<file path="config.mk">
export PLATFORM = sky130hd
export DESIGN_NAME = next_pc_predictor
export DESIGN_NICKNAME = d
export VERILOG_FILES = /design/src/rtl/next_pc_predictor.sv
export SDC_FILE = /design/constraint.sdc
export NUM_CORES = 2
export LEC_CHECK = 0
export ABC_CLOCK_PERIOD_IN_PS = 77100
export CELL_PAD_IN_SITES_DETAIL_PLACEMENT = 0
export CELL_PAD_IN_SITES_GLOBAL_PLACEMENT = 1
export CORE_ASPECT_RATIO = 1.5
export CORE_MARGIN = 2
export CORE_UTILIZATION = 25
export CTS_CLUSTER_DIAMETER = 80
export DETAILED_ROUTE_END_ITERATION = 8
export PLACE_DENSITY = 0.47
export RECOVER_POWER = 50
export REMOVE_ABC_BUFFERS = 1
export SLEW_MARGIN = 30
export SYNTH_ARGS = -nofsm -noshare
export SYNTH_HDL_FRONTEND = slang
export SYNTH_SLANG_ARGS = --single-unit
</file>
<file path="constraint.sdc">
create_clock -name clk -period 77.1 [get_ports clk]
set_clock_uncertainty 0.15 [all_clocks]
set_input_delay 23.13 -clock clk [delete_from_list [all_inputs] [get_ports clk]]
set_output_delay 23.13 -clock clk [all_outputs]
set_load 0.005 [all_outputs]
</file>
<file path="src/rtl/next_pc_predictor.sv">
// Next-PC predictor: direct-mapped BTB with 2-bit counters
// and a saturating mispredict counter feeding PC_In.
module next_pc_predictor #(
  parameter int ENTRIES = 16,
  parameter int IDX_W   = 4
) (
  input  logic        clk,
  input  logic        reset,
  input  logic [63:0] pc_if,
  input  logic        ex_update,
  input  logic [63:0] ex_pc,
  input  logic        ex_taken,
  input  logic [63:0] ex_target,
  input  logic        ex_mispredict,
  input  logic [63:0] ex_redirect_pc,
  output logic [63:0] pc_next,
  output logic        pred_taken,
  output logic [63:0] pred_target,
  output logic [31:0] mispredict_count
);

  localparam int TAG_W = 64 - 2 - IDX_W;

  logic             valid_q [ENTRIES];
  logic [TAG_W-1:0] tag_q   [ENTRIES];
  logic [63:0]      tgt_q   [ENTRIES];
  logic [1:0]       ctr_q   [ENTRIES];

  logic [31:0] miss_cnt_q;
  logic [31:0] miss_cnt_d;

  logic [IDX_W-1:0] if_idx;
  logic [TAG_W-1:0] if_tag;
  logic             if_hit;

  logic [IDX_W-1:0] ex_idx;
  logic [TAG_W-1:0] ex_tag;
  logic             ex_hit;
  logic [1:0]       ex_ctr;
  logic [1:0]       ctr_d;

  logic [63:0] seq_pc;

  assign if_idx = pc_if[IDX_W+1:2];
  assign if_tag = pc_if[63:IDX_W+2];
  assign ex_idx = ex_pc[IDX_W+1:2];
  assign ex_tag = ex_pc[63:IDX_W+2];

  // Fetch-side lookup and next-PC selection
  always_comb begin
    if_hit      = valid_q[if_idx] && (tag_q[if_idx] == if_tag);
    pred_taken  = if_hit && ctr_q[if_idx][1];
    pred_target = tgt_q[if_idx];
    seq_pc      = pc_if + 64'd4;
    if (ex_mispredict) begin
      pc_next = ex_redirect_pc;
    end else if (pred_taken) begin
      pc_next = pred_target;
    end else begin
      pc_next = seq_pc;
    end
  end

  // Resolve-side hit test and saturating counter step
  always_comb begin
    ex_hit = valid_q[ex_idx] && (tag_q[ex_idx] == ex_tag);
    ex_ctr = ctr_q[ex_idx];
    ctr_d  = ex_ctr;
    if (ex_taken) begin
      if (ex_ctr != 2'b11) ctr_d = ex_ctr + 2'd1;
    end else begin
      if (ex_ctr != 2'b00) ctr_d = ex_ctr - 2'd1;
    end
  end

  // Table write: train on hit, allocate on taken miss
  always_ff @(posedge clk or posedge reset) begin
    if (reset) begin
      for (int i = 0; i < ENTRIES; i++) begin
        valid_q[i] <= 1'b0;
        tag_q[i]   <= '0;
        tgt_q[i]   <= '0;
        ctr_q[i]   <= 2'b01;
      end
    end else if (ex_update) begin
      if (ex_hit) begin
        ctr_q[ex_idx] <= ctr_d;
        if (ex_taken) tgt_q[ex_idx] <= ex_target;
      end else if (ex_taken) begin
        valid_q[ex_idx] <= 1'b1;
        tag_q[ex_idx]   <= ex_tag;
        tgt_q[ex_idx]   <= ex_target;
        ctr_q[ex_idx]   <= 2'b10;
      end
    end
  end

  // Saturating mispredict count next state
  always_comb begin
    miss_cnt_d = miss_cnt_q;
    if (ex_mispredict && (miss_cnt_q != 32'hFFFF_FFFF)) begin
      miss_cnt_d = miss_cnt_q + 32'd1;
    end
  end

  // Mispredict count register
  always_ff @(posedge clk or posedge reset) begin
    if (reset) miss_cnt_q <= '0;
    else       miss_cnt_q <= miss_cnt_d;
  end

  assign mispredict_count = miss_cnt_q;

endmodule

</file>
==> out/summary.md <==
• **area enclosed by the die boundary** 424000 um2
• **Multi-input gate area** 50600 um2
• **worst min-delay path class** flip-flop to flip-flop
• **combined flip-flop and latch cell area** 50900 um2
• **overall via count from detail_route** 69700
• **final count of pins violating max slew** 2366
• **estimated wirelength of the detail-placed design** 301 mm
• **maxcap violations** 49
• **leading post-synthesis cells by instance count** dfrtp_1, mux2_2, nand2_1
• **sequential area share after synthesis** 0.486
• **type of origin of the critical path** primary input
• **Most used DFF post-synth** dfrtp_1
• **Die Height** 797 um
• **Worst-Margin Slew** 7.19 ns
• **count of hold-fix buffers inserted at cts** 0
• **Worst-Skew Late Latency** 0.93 ns
• **Crit Reg-Reg Startpoint** tag_q[897]
• **Std-Cell Core Area** 418000 um2
• **final antenna-violating net count** 0
• **hold path start** tgt_q[905]
• **EDFF count, synth** 0
• **setup_tns** 0 ns
• **sum of routed wire length over all layers** 456 mm
• **count of different cell masters after synthesis** 85
• **cell area reported after detailed placement** 115000 um2
• **global route overflow** 0
• **cell type of the slowest stage on the worst timing path** or4_4
• **violated checks** max-capacitance violations, max-slew violations
• **# placed instances** 13100
• **post-route minimum period** 53.59 ns
• **post-route cell area** 122000 um2
• **router iterations before antenna repair** 6
• **num rows** 291
• **routability congestion estimate from global placement** 0.977
• **# port buffers** 419
• **P per Cell Area** 26.5 nW/um2
• **mean cell area of the mapped netlist** 13.7 um2
• **post-layout utilization of the core** 0.293
• **Pleak** 52.5 nW
• **FFs w/ async S/R, synth** 1.00
• **data arrival time at the worst-slack endpoint** 30.31 ns
• **vias per inst** 5.14
• **portion of synthesized cell area occupied by the leading cell type** 0.482
• **main area contributors after synthesis** dfrtp_1, mux2_2, mux4_2
• **Filler cells** 42300
• **maximum net fanout on the critical path** 57
• **CTS-repair resized insts** 0
• **Initial Util** 0.251
• **crit-path max cell delay** 0.73 ns
• **TritonCTS clock tree** done
• **library cell occupying the most area in the post-synthesis netlist** dfrtp_1
• **count of buffers added by post-CTS timing repair for setup** 0
• **clock tree root driver cell** clkbuf_16
• **clock sink total** 2032
• **layout overhead on the synthesized area** 17.0%
• **Post-Syn Area** 105000 um2
• **headroom to the max-slew limit** -3.79
• **number of nets at the end of the flow** 8073
• **share of the clock period used by the worst path after layout** 0.695
• **Setup violations, final** 0
• **average wire per standard cell** 33.6 um
• **required time reported for the critical path endpoint** 53.82 ns
• **Num CTS Buffers** 229
• **# IOs** 422
• **crit path launch** pc_if[2]
• **worst setup path class** primary input to output pin
• **RSZ-0062 raised after global routing** no
• **nature of the critical path endpoint** output pin
• **GR Util All Layers** 0.211
• **Post-Layout Cell Count** 13600
• **wire length of the first global-routing pass** 627 mm
• **layout cells sized above 1** 0.397
• **highest clock rate** 18.7 MHz
• **Longest Clk Path Bufs** 4
• **top-count cell post-synth** dfrtp_1
• **H-tree depth reported by CTS** 4
• **Final Hold Fails** 0
• **pin count of the biggest net entering global routing** 185
• **Horiz. Die Dim** 532 um
• **post-route DRC violation count** 0
• **number of design-rule violations left by the first detailed-router iteration** 5493
• **vias in the first global route** 73600
• **clock slew at reported path FFs** 0.06 ns
• **cell-by-cell trace of the critical path** buf_8, buf_4, buf_12, mux4_2, o21ai_1, o211a_1, o21ai_0, a32oi_1, or4b_1, or4_4, buf_4, mux2i_1, o21ai_0, clkdlybuf4s50_1
• **antenna violations before repair** 80
• **Max IR drop VDD** 18.4 uV
• **result of the run** complete, but fails checks
• **FF+latch count, synth** 2032
• **cell count after synthesis** 7624
• **Synth Warn #** 0
path summary, 6_finish.rpt:
kind / endpoint / slack, ns / cells after the start
max reg2reg: tag_q[713] / 69.84 / 11
min in group asynchronous: tag_q[804] / 24.22 / 2
max: pc_next[58] / 23.51 / 14
min reg2reg: tgt_q[905] / 0.32 / 2
max in group asynchronous: tgt_q[843] / 36.77 / 9
min: tgt_q[905] / 0.32 / 2
area by class of cell:
cell class	count	share of cell area
inverter	88	0.00277
antenna	20	0.000409
tap	5567	0.0569
multi-input combinational	4800	0.413
clock buffer	332	0.0545
clock inverter	71	0.00758
sequential	2032	0.415
timing repair buffer	659	0.0493
critical path, delay by kind of cell:
family | cells | cell delay [ns]
mux | 2 | 1.21
simple gates | 2 | 1.28
buf+inv | 5 | 2.31
compound gates | 5 | 2.02
power by group:
part | total [mW] | switching (mW) | internal (mW)
sequential | 1.40 | 0.132 | 1.27
clock | 1.14 | 0.476 | 0.661
combinational | 0.710 | 0.345 | 0.365
total | 3.25 | 0.952 | 2.30
kinds of logic after synthesis:
family	synth area share
fa+ha+maj	0.000335
mux	0.380
flops	0.486
xor+xnor	0.0122
simple gates	0.0523
compound gates	0.0351
buf+inv	0.0347
layer usage:
| metal | up-vias | wire length, um | track usage |
|---|---|---|---|
| met5 | - | 331 | 0 |
| met4 | 54 | 26100 | 0.104 |
| met3 | 738 | 23900 | 0.0368 |
| met2 | 2226 | 224000 | 0.359 |
| met1 | 38100 | 181000 | 0.256 |
| li1 | 28600 | - | - |
cells in the final DEF (no fill, tap or decap), types with 29 or more instances in the layout:
cell type	netlist	routed
clkinv_2	0	39
a21oi_1	82	80
xnor2_1	108	99
nand2_1	847	830
nor3_1	45	44
mux4_2	734	734
mux2_2	1783	1783
dlygate4sd3_1	0	34
buf_4	66	174
o22ai_1	43	43
xor2_1	38	35
a22oi_1	74	74
clkbuf_16	0	230
o21ai_0	118	116
dfrtp_1	2016	2016
mux2i_1	302	297
clkdlybuf4s50_1	0	376
clkbuf_1	366	97
nor2_1	137	131
nand3_1	71	71
inv_1	85	83
clkbuf_8	0	55
nand4_1	38	38
nand2b_1	29	29
stage by stage:
| step | power [mW] | hold WS (ns) | setup WS [ns] |
|---|---|---|---|
| 6_report | 3.25 | 0.322 | 23.51 |
| 4_1_cts | 3.29 | 0.327 | 23.48 |
| 3_3_place_gp | 2.10 | 0.306 | 23.27 |
| 3_5_place_dp | 2.13 | 0.312 | 23.49 |
| 5_1_grt | 3.39 | 0.343 | 23.29 |
| 2_1_floorplan | 1.81 | 0.290 | -3.55 |
registers in the layout, summed over array words and instances (netlist names):
name / count
mispredict_count: 32
valid_q: 16
tag_q: 928
ctr_q: 32
tgt_q: 1024
No activity file was read; power rests on OpenSTA's default activity.
